## config.mk

```make
export PLATFORM = sky130hd
export DESIGN_NAME = svm_window_scorer
export DESIGN_NICKNAME = d
export VERILOG_FILES = /design/src/rtl/svm_window_scorer.sv
export SDC_FILE = /design/constraint.sdc
export NUM_CORES = 1
export LEC_CHECK = 0
export ABC_AREA = 1
export BUFFER_PORTS_ARGS = -buffer_cell sky130_fd_sc_hd__buf_2
export CORE_MARGIN = 4
export CORE_UTILIZATION = 56
export CTS_CLUSTER_DIAMETER = 40
export DETAILED_ROUTE_END_ITERATION = 10
export GPL_ROUTABILITY_DRIVEN = 1
export PLACE_DENSITY = 0.78
export SYNTH_ARGS = -nofsm -noshare
export SYNTH_HDL_FRONTEND = slang
export SYNTH_SLANG_ARGS = --single-unit
```

## constraint.sdc

```tcl
create_clock -name iClk -period 8.6 [get_ports iClk]
set_input_delay 1.72 -clock iClk [delete_from_list [all_inputs] [get_ports iClk]]
set_output_delay 1.72 -clock iClk [all_outputs]
set_load 0.02 [all_outputs]
```

## src/rtl/svm_window_scorer.sv

```systemverilog
// ============================================================================
// Module   : svm_window_scorer
// Purpose  : Linear-SVM dot product over one HOG window (blocks x features),
//            with ROM weight fetch, bias add and human/no-human decision.
// Revision : 1.0 - initial release
// ============================================================================
`default_nettype none

module svm_window_scorer #(
    parameter int NUM_BLOCKS     = 105,
    parameter int FEAT_PER_BLOCK = 36,
    parameter int FEAT_W         = 16,
    parameter int WGT_W          = 16,
    parameter int ACC_W          = 44,
    parameter int ADDR_W         = 12,
    parameter logic signed [ACC_W-1:0] BIAS   = '0,
    parameter logic signed [ACC_W-1:0] THRESH = '0
) (
    input  logic                     iClk,
    input  logic                     iRst,
    input  logic [6:0]               iBlockIdx,
    input  logic                     iFeatValid,
    input  logic signed [FEAT_W-1:0] iFeature,
    output logic [ADDR_W-1:0]        oWAddr,
    input  logic signed [WGT_W-1:0]  iWeight,
    output logic                     oScoreValid,
    output logic signed [ACC_W-1:0]  oScore,
    output logic                     oHuman,
    output logic                     oIncomplete,
    output logic                     oOverrun
);

    localparam int PROD_W = FEAT_W + WGT_W;
    localparam int TOTAL  = NUM_BLOCKS * FEAT_PER_BLOCK;
    localparam int CNT_W  = $clog2(TOTAL + 1);
    localparam int FIDX_W = $clog2(FEAT_PER_BLOCK + 1);

    localparam logic [6:0]        C_NUM_BLK   = 7'(NUM_BLOCKS);
    localparam logic [6:0]        C_LAST_BLK  = 7'(NUM_BLOCKS - 1);
    localparam logic [FIDX_W-1:0] C_FULL      = FIDX_W'(FEAT_PER_BLOCK);
    localparam logic [FIDX_W-1:0] C_LAST_FEAT = FIDX_W'(FEAT_PER_BLOCK - 1);
    localparam logic [CNT_W-1:0]  C_TOTAL     = CNT_W'(TOTAL);
    localparam logic [31:0]       C_FPB_BITS  = 32'(FEAT_PER_BLOCK);

    typedef enum logic [1:0] {
        ST_IDLE  = 2'd0,
        ST_ACCUM = 2'd1,
        ST_DONE  = 2'd2
    } state_t;

    // Front end: block tracking and feature index
    logic [6:0]        prevBlk_q, prevBlk_d;
    logic [FIDX_W-1:0] featIdx_q, featIdx_d;
    logic [FIDX_W-1:0] effIdx;
    logic              blkInRange, accept, overrun_d, overrun_q;
    logic              isFirst, isLast;
    logic [ADDR_W-1:0] blkExt, addrSum;

    // Pipeline stages
    logic                     s1Valid_q, s1First_q, s1Last_q;
    logic signed [FEAT_W-1:0] s1Feat_q;
    logic                     s2Valid_q, s2First_q, s2Last_q;
    logic signed [PROD_W-1:0] s2Prod_q;

    // Accumulator and result
    state_t                  state_q, state_d;
    logic signed [ACC_W-1:0] acc_q, acc_d;
    logic [CNT_W-1:0]        cnt_q, cnt_d;
    logic signed [ACC_W-1:0] score_q, score_d;
    logic                    human_q, human_d;
    logic                    incomplete_q, incomplete_d;
    logic signed [ACC_W-1:0] prodExt, sumAdd, scoreWithBias;

    always_comb begin
        blkInRange = (iBlockIdx < C_NUM_BLK);
        effIdx     = (iBlockIdx != prevBlk_q) ? '0 : featIdx_q;
        accept     = iFeatValid && blkInRange && (effIdx < C_FULL);
        overrun_d  = iFeatValid && blkInRange && (effIdx >= C_FULL);
        isFirst    = (iBlockIdx == 7'd0) && (effIdx == '0);
        isLast     = (iBlockIdx == C_LAST_BLK) && (effIdx == C_LAST_FEAT);
        prevBlk_d  = prevBlk_q;
        featIdx_d  = featIdx_q;
        if (iFeatValid) begin
            prevBlk_d = iBlockIdx;
            featIdx_d = accept ? (effIdx + 1'b1) : effIdx;
        end
    end

    // Block index times FEAT_PER_BLOCK as a sum of shifted copies
    always_comb begin
        blkExt  = ADDR_W'(iBlockIdx);
        addrSum = ADDR_W'(effIdx);
        for (int b = 0; b < 32; b++) begin
            if (C_FPB_BITS[b]) begin
                addrSum = addrSum + (blkExt << b);
            end
        end
    end

    assign oWAddr = addrSum;

    always_ff @(posedge iClk) begin
        if (iRst) begin
            prevBlk_q <= '0;
            featIdx_q <= '0;
            overrun_q <= 1'b0;
            s1Valid_q <= 1'b0;
            s1First_q <= 1'b0;
            s1Last_q  <= 1'b0;
            s1Feat_q  <= '0;
            s2Valid_q <= 1'b0;
            s2First_q <= 1'b0;
            s2Last_q  <= 1'b0;
            s2Prod_q  <= '0;
        end else begin
            prevBlk_q <= prevBlk_d;
            featIdx_q <= featIdx_d;
            overrun_q <= overrun_d;
            s1Valid_q <= accept;
            s1First_q <= accept && isFirst;
            s1Last_q  <= accept && isLast;
            s1Feat_q  <= iFeature;
            s2Valid_q <= s1Valid_q;
            s2First_q <= s1First_q;
            s2Last_q  <= s1Last_q;
            s2Prod_q  <= s1Feat_q * iWeight;
        end
    end

    // The accumulator stage owns the window state so a new "first" can overlap DONE
    always_comb begin
        prodExt       = {{(ACC_W - PROD_W){s2Prod_q[PROD_W-1]}}, s2Prod_q};
        sumAdd        = acc_q + prodExt;
        scoreWithBias = sumAdd + BIAS;
        state_d       = state_q;
        acc_d         = acc_q;
        cnt_d         = cnt_q;
        score_d       = score_q;
        human_d       = human_q;
        incomplete_d  = incomplete_q;

        case (state_q)
            ST_DONE: state_d = ST_IDLE;
            default: state_d = state_q;
        endcase

        if (s2Valid_q) begin
            if (s2First_q) begin
                acc_d   = prodExt;
                cnt_d   = CNT_W'(1);
                state_d = ST_ACCUM;
            end else if (state_q == ST_ACCUM) begin
                acc_d = sumAdd;
                cnt_d = cnt_q + 1'b1;
                if (s2Last_q) begin
                    state_d      = ST_DONE;
                    score_d      = scoreWithBias;
                    human_d      = (scoreWithBias > THRESH);
                    incomplete_d = ((cnt_q + 1'b1) != C_TOTAL);
                end
            end
        end
    end

    always_ff @(posedge iClk) begin
        if (iRst) begin
            state_q      <= ST_IDLE;
            acc_q        <= '0;
            cnt_q        <= '0;
            score_q      <= '0;
            human_q      <= 1'b0;
            incomplete_q <= 1'b0;
        end else begin
            state_q      <= state_d;
            acc_q        <= acc_d;
            cnt_q        <= cnt_d;
            score_q      <= score_d;
            human_q      <= human_d;
            incomplete_q <= incomplete_d;
        end
    end

    assign oScoreValid = (state_q == ST_DONE);
    assign oScore      = score_q;
    assign oHuman      = human_q;
    assign oIncomplete = incomplete_q;
    assign oOverrun    = overrun_q;

endmodule

`default_nettype wire
```

==> impl_metrics.yaml, run 1 <==
clocking:
  cts_hold_buffers: 0
  clk_pin_slew_ns: 0.08
  postCtsSetupBuffers: 0
  insertion_delay_ns: 0.47
  cts_resized: 0
  cts-root-buf: "clkbuf_16"
  cts_tree: "yes"
  ctsHtreeMaxLevel: 4
  cts_buffer_depth: 2
  cts_num_sinks: 172
  cts-buffers-inserted: 17
final_layout:
  utilization_pct: 60.4
  final_layout_size_suffix_gt1_share_pct: 6.35
  final_area_um2: 22100
  syn_to_final_growth_pct: 6.31
  nNetsFinal: 3445
  antenna_cells: 0
critical_path:
  crit_path_end_kind: "register"
  crit_arrival_ns: 7.60
  r2r_setup_slack_ns: 2.04
  regToRegEndpoint: "s2Prod_q[28]$_SDFF_PP0_"
  r2r_cells: 19
  crit_path_start_kind: "input pin"
  crit_fanout: 16
  worstReg2RegStart: "s1Feat_q[15]$_SDFF_PP0_"
  path_class: "input pin to register"
  required_ns: 8.95
floorplanning:
  start_util_pct: 56.8
  rows: 70
  fp.dieH_um: 201
  ios: 102
  core-area_um2: 36600
  die_w_um: 201
  dieArea_um2: 40300
run_status:
  status: "finished, final reports clean"
run:
  maxCapViolations: 0
synthesis:
  yosysSeqAreaShare_pct: 16.6
  synthCells: 2974
  synthArstFlopShare_pct: 0
  synth.distinct_cells: 47
  ys_warn_count: 0
  synth_edf_count: 0
  synthFlopType: "dfxtp_1"
  synth-seq-cells: 172
  syn_area_um2: 20800
  avgSynthCellArea_um2: 6.99
  synthesis.nets: 3423
global_routing:
  antenna_found_initial: 0
  grt_start_max_net_pins: 83
  grt_pass1_vias: 18900
  grt.overflow.total: 0
  grt_first_pass_wirelength_um: 93600
  grt_usage_pct: 28.3
pwr:
  p_leak_nw: 12.7
  vdd_drop_max_mv: 0.216
  power.share.switching_pct: 51.7
  p_comb_share_pct: 68.2
  switchingPower_w: 0.00283
  power.density_nw_per_um2: 248
  p_int_w: 0.00264
  pwr-share-clk_pct: 14.3
  p_seq_share_pct: 17.5
routing:
  wirelength_um: 56000
  drt_iter0_markers: 1413
  dr.pass1.iters: 6
  viasPerCell: 5.30
  ant_nets: 0
  drc_errors: 0
  num_vias: 18400
  wl_per_cell_um: 16.1
min_path:
  min_from: "s1Valid_q$_SDFF_PP0_"
  hold_path_end: "s2Valid_q$_SDFF_PP0_"
  holdPathStages: 2
  hp-class: "register to register"
placed_design:
  gp_congestion: 1.01
  io_buffers: 101
  hpwlAfterDp_um: 45400
  place_area_um2: 21500
timing:
  hold_violations: 0
  slew_headroom_pct: 25.1
  layout_min_cycle_time_ns: 7.25
  finalSetupViolCount: 0
  rsz0062_at_grt: "no"
  worstMarginPinSlew_ns: 1.12
  fmax_mhz: 138
  tns_ns: 0
  worst_clock_skew_ns: 0.0153
  slew_violations: 0
  finalCritPeriodShare_pct: 84.3
-- power by group through the flow --
stage          Combinational, W  Clock [W]  Sequential, W
2_1_floorplan           0.00287          0       0.000929
3_3_place_gp            0.00363          0       0.000971
3_5_place_dp            0.00369          0       0.000972
4_1_cts                 0.00373   0.000795       0.000955
5_1_grt                 0.00431   0.000826       0.000966
6_report                0.00373   0.000785       0.000959
-- through the flow --
step                hold slack (ns)  worst slack (ns)  cells  total power (W)
floorplan                     0.388              1.28   2974          0.00380
global placement              0.400             0.949   3445          0.00460
detailed placement            0.400             0.900   3445          0.00466
CTS                           0.401              1.37   3477          0.00548
global route                  0.423              1.00   3477          0.00610
finish                        0.398              1.35   3477          0.00548
-- worst max path at each step --
stage,from,to,depth (start not counted)
2_1_floorplan,iWeight[5],s2Prod_q[29]$_SDFF_PP0_,23
5_1_grt,iWeight[1],s2Prod_q[29]$_SDFF_PP0_,22
6_report,iWeight[1],s2Prod_q[28]$_SDFF_PP0_,20
4_1_cts,iWeight[1],s2Prod_q[29]$_SDFF_PP0_,22
3_3_place_gp,iWeight[1],s2Prod_q[29]$_SDFF_PP0_,22
3_5_place_dp,iWeight[1],s2Prod_q[29]$_SDFF_PP0_,22
-- flip-flops by register name, indices dropped and copies added, names as in the netlist, 2 cells and up --
| name | flops |
|---|---|
| s1Feat_q | 16 |
| state_q | 2 |
| featIdx_q | 6 |
| acc_q | 44 |
| prevBlk_q | 7 |
| cnt_q | 12 |
| s2Prod_q | 32 |
| oScore | 44 |
-- synthesized netlist by cell type, types with 2 or more instances --
cell type	number	area share, %
xnor2_1	27	1.1
o21a_1	10	0.36
a211oi_1	3	0.11
dfxtp_1	172	17
nand3_2	5	0.24
inv_1	725	13
nand2_1	851	15
o211ai_1	60	2.2
nor2_2	14	0.42
or2_2	6	0.18
buf_2	11	0.26
o21bai_1	11	0.40
inv_2	11	0.20
nor3_1	14	0.34
nor3_2	2	0.096
a21oi_1	141	3.4
ha_1	142	8.5
fa_1	265	26
a21boi_0	2	0.072
clkbuf_1	88	1.6
nor2_1	173	3.1
buf_1	4	0.072
xor2_1	18	0.76
nor4_1	6	0.18
clkinv_1	2	0.036
nand3b_1	10	0.36
o2111ai_1	2	0.084
nand3_1	68	1.6
nand4_1	23	0.69
a21o_1	3	0.11
nand2_2	10	0.30
a31oi_1	16	0.48
o21ai_0	62	1.5
o21ai_1	4	0.096
-- layout make-up --
cell class	instances	area [µm²]
fill	3406	14500
multi-input combinational	1961	14200
sequential	172	3440
inverter	738	2770
tap	468	586
timing repair buffer	106	546
clock buffer	17	425
clock inverter	15	149
-- routing by layer --
metal / global-route usage (%) / share of wire, % / routed length, µm / up-vias
met2: 48.7 / 48 / 26800 / 601
met5: 0 / 0 / 0 / -
met4: 10.8 / 4.0 / 2230 / 0
met1: 36.7 / 43 / 23800 / 8717
met3: 3.55 / 5.7 / 3170 / 164
li1: - / - / - / 8948
-- placed cells by master, fill, tap and decap left out, types with 4 or more instances in the layout --
master and n:
nand3b_1 10, inv_2 12, fa_1 265, buf_4 6, inv_6 4, nand2_1 851, inv_1 724, buf_2 100
dfxtp_1 172, or2_2 6, xnor2_1 27, xor2_1 18, nand3_1 68, o21a_1 10, nor4_1 6, o21ai_0 62
ha_1 142, o21bai_1 11, clkbuf_16 17, a21oi_1 141, nand4_1 23, nand2_2 10, o21ai_1 4, inv_8 4
nor2_2 14, nand3_2 5, o211ai_1 60, a31oi_1 16, nor2_1 173, nor3_1 14
-- worst max-delay path, cell delays in order --
cell,delay [ns]
buf_2,0.29
nand2_1,0.15
inv_1,0.17
fa_1,0.57
fa_1,0.90
fa_1,0.52
fa_1,0.50
fa_1,0.48
inv_1,0.05
fa_1,0.47
inv_1,0.04
ha_1,0.37
nand2_1,0.14
nor4_1,0.43
nand3_1,0.13
nand3_1,0.15
a31o_2,0.20
a21oi_1,0.08
o21ai_0,0.16
a21oi_1,0.06
-- cell families after synthesis --
| kind of cell | count (synthesis) | share of synthesized area (%) |
|---|---|---|
| adders and majority gates | 407 | 34.1 |
| DFF | 172 | 16.6 |
| xor gates and xnor gates | 45 | 1.90 |
| AOI/OAI and AO/OA | 323 | 9.18 |
| and+or+nand+nor | 1186 | 23.1 |
| buffers and inverters | 841 | 15.2 |
(Power assumes the default switching activity.)
==> run 2: changes to the inputs <==
Settings changed: ABC_AREA 1 to 0.
Clock period 8.6 ns to 6.9 ns, I/O delays scaled along.
==> run 2 against run 1 <==
Synthesized area shrank 9.4%. Clock skew increased by 0.0045 ns. Power grew 34%. Clock-buffer cell count stayed put. Critical endpoint is now s2Prod_q[30]$_SDFF_PP0_. Sequential power increased by 23%.
==> impl_metrics.yaml, run 2 <==
routing:
  wl_per_cell_um: 17.0
  ant_nets: 0
  dr.pass1.iters: 9
  dr_wl_met2_um: 22600
  wl_met3_um: 3140
  drc_errors: 0
  drt_iter0_markers: 1036
  m1WireLength_um: 19600
  viasPerCell: 5.64
  num_vias: 15500
  wirelength_um: 46500
  top_layer: "met4"
run_status:
  status: "finished, final reports clean"
clocking:
  cts_buffer_depth: 2
  cts_hold_buffers: 0
  ctsHtreeMaxLevel: 4
  cts_num_sinks: 172
  cts-buffers-inserted: 17
  clk_pin_slew_ns: 0.07
  cts_tree: "yes"
  cts-root-buf: "clkbuf_16"
  insertion_delay_ns: 0.46
synthesis:
  synthCells: 2171
  synthArstFlopShare_pct: 0
  synthFlopType: "dfxtp_1"
  avgSynthCellArea_um2: 8.68
  synth_most_common_cell: "inv_1"
  synth-seq-cells: 172
  yosysTopAreaCell: "fa_1"
  synth_common_cells: "inv_1 (314), fa_1 (265), nand2_1 (228), nor2_1 (189), dfxtp_1 (172)"
  syn_area_um2: 18800
  synth.distinct_cells: 73
  ys_warn_count: 0
  synth_top_area_share_pct: 28.2
  synth_edf_count: 0
  synthTopCellsByArea: "fa_1 (28%), dfxtp_1 (18%), ha_1 (9.4%), inv_1 (6.3%), and2_1 (4.5%)"
  yosysSeqAreaShare_pct: 18.3
  synthesis.nets: 2620
timing:
  slew_violations: 0
  hold_violations: 0
  finalSetupViolCount: 0
  worstMarginPinSlew_ns: 0.955
  layout_min_cycle_time_ns: 6.69
  fmax_mhz: 149
  slew_headroom_pct: 36.3
  worst_clock_skew_ns: 0.0198
  finalCritPeriodShare_pct: 97.0
global_routing:
  grt_pass1_vias: 16100
  grt_usage_pct: 26.2
  grt_first_pass_wirelength_um: 78000
  grt_start_max_net_pins: 85
  antenna_found_initial: 0
  grt.overflow.total: 0
placed_design:
  place_area_um2: 20200
  hpwlAfterDp_um: 36300
  gp_congestion: 0.906
  place_inst: 2702
  io_buffers: 101
pwr:
  power.density_nw_per_um2: 350
  p_leak_nw: 10.1
  vdd_drop_max_mv: 0.294
critical_path:
  path_buf_inv: 6
  crit_family: "adder cells"
  required_ns: 7.21
  crit_path_end_kind: "register"
  max_stage_delay_ns: 0.53
  path_class: "input pin to register"
  crit_path_start_kind: "input pin"
  crit_fanout: 6
  crit_arrival_ns: 7.00
  r2r_setup_slack_ns: 0.50
  cp_slowest_cell: "fa_2"
final_layout:
  syn_to_final_growth_pct: 11.3
  final_layout_size_suffix_gt1_share_pct: 12.3
  nFillCells: 2778
  layout_common_cells: "inv_1 (308), fa_1 (259), nand2_1 (226), nor2_1 (189), dfxtp_1 (172)"
  final_common_cell: "inv_1"
  stdcell_count: 2739
  nNetsFinal: 2733
  antenna_cells: 0
  utilization_pct: 63.8
  final_area_um2: 21000
min_path:
  hp-class: "register to register"
floorplanning:
  start_util_pct: 57.3
  dieArea_um2: 36600
  rows: 66
  core-area_um2: 32900
  die_w_um: 191
  fp.dieH_um: 191
  ios: 102
run:
  maxCapViolations: 0
==> run 2: changes by cell type after synthesis, sizes merged, moves of 27 or more <==
cell | before | now
nand2 | 861 | 228
inv | 736 | 314
and2 | 1 | 138
o211ai | 60 | 2
nand3 | 73 | 22
a21o | 3 | 35
xnor2 | 27 | 56
a222oi | 0 | 27
nor2b | 1 | 28
==> run 2: cell families (layout without fill, tap and decap cells) <==
group | count (synthesis) | count (layout) | synth area share [%]
adder cells (fa/ha/maj) | 407 | 407 | 37.6
AO/OA/AOI/OAI | 347 | 347 | 12.3
AND/OR/NAND/NOR | 730 | 730 | 18.7
XOR/XNOR | 94 | 94 | 4.37
multiplexers | 9 | 9 | 0.478
flip-flops | 172 | 172 | 18.3
buffers and inverters | 412 | 538 | 8.26
==> run 2: per-stage QoR <==
step / hold slack [ns] / power [W] / setup slack [ns] / TNS, ns
floorplan: 0.411 / 0.00467 / 0.0190 / 0
global route: 0.445 / 0.00807 / -0.0267 / -0.0469
detailed placement: 0.425 / 0.00606 / -0.319 / -1.94
CTS: 0.431 / 0.00707 / 0.156 / 0
global placement: 0.419 / 0.00590 / -0.245 / -1.25
finish: 0.431 / 0.00733 / 0.205 / 0
==> run 2: area by class of cell <==
class	instances	area (µm²)	share of cell area [%]
clock buffers	17	425	2.03
clock inverters	15	146	0.698
inverters	314	1180	5.62
multi-input cells	1587	14000	66.9
flip-flops and latches	172	3440	16.4
well taps	442	553	2.64
repair buffers	192	1200	5.73
==> run 2: power breakdown <==
part,switching [W],internal [W]
logic,0.00279,0.00239
registers,0.0000853,0.00110
clock network,0.000490,0.000481
total,0.00336,0.00397
==> run 2: path summary, 6_finish.rpt <==
check | start | endpoint | cells after the start
worst max-delay path | iWeight[4] | s2Prod_q[30]$_SDFF_PP0_ | 25
worst min-delay path | s1Valid_q$_SDFF_PP0_ | s2Valid_q$_SDFF_PP0_ | 1
worst min register to register | s1Valid_q$_SDFF_PP0_ | s2Valid_q$_SDFF_PP0_ | 1
worst max register to register | s1Feat_q[5]$_SDFF_PP0_ | s2Prod_q[30]$_SDFF_PP0_ | 23
==> run 2: worst register-to-register path, stage by stage, from the launching register on <==
cell and delay (ns):
dfxtp_1 0.79, and2_1 0.27, fa_1 0.44, inv_1 0.09, fa_2 0.45, fa_2 0.53, inv_1 0.04, ha_1 0.31
fa_1 0.53, inv_1 0.05, fa_1 0.53, inv_1 0.04, ha_1 0.34, a21oi_2 0.16, o21ai_2 0.11, a22o_4 0.25
a211oi_4 0.19, o41ai_2 0.12, and2_4 0.19, o41ai_4 0.36, nand2b_4 0.19, a21oi_2 0.05, xnor2_1 0.15, nor2_1 0.05
==> run 2: timing repair <==
item / 4_1_cts / 5_1_grt
setup endpoints to repair: 0 / 7
buffers inserted: 0 / 7
resized for setup: 0 / 35
==> run 2: layer usage <==
| layer | GRT usage [%] | vias to the layer above |
|---|---|---|
| met5 | 0 | - |
| met4 | 7.82 | 0 |
| met3 | 4.46 | 92 |
| met2 | 44.8 | 551 |
| met1 | 34.4 | 7587 |
| li1 | - | 7230 |
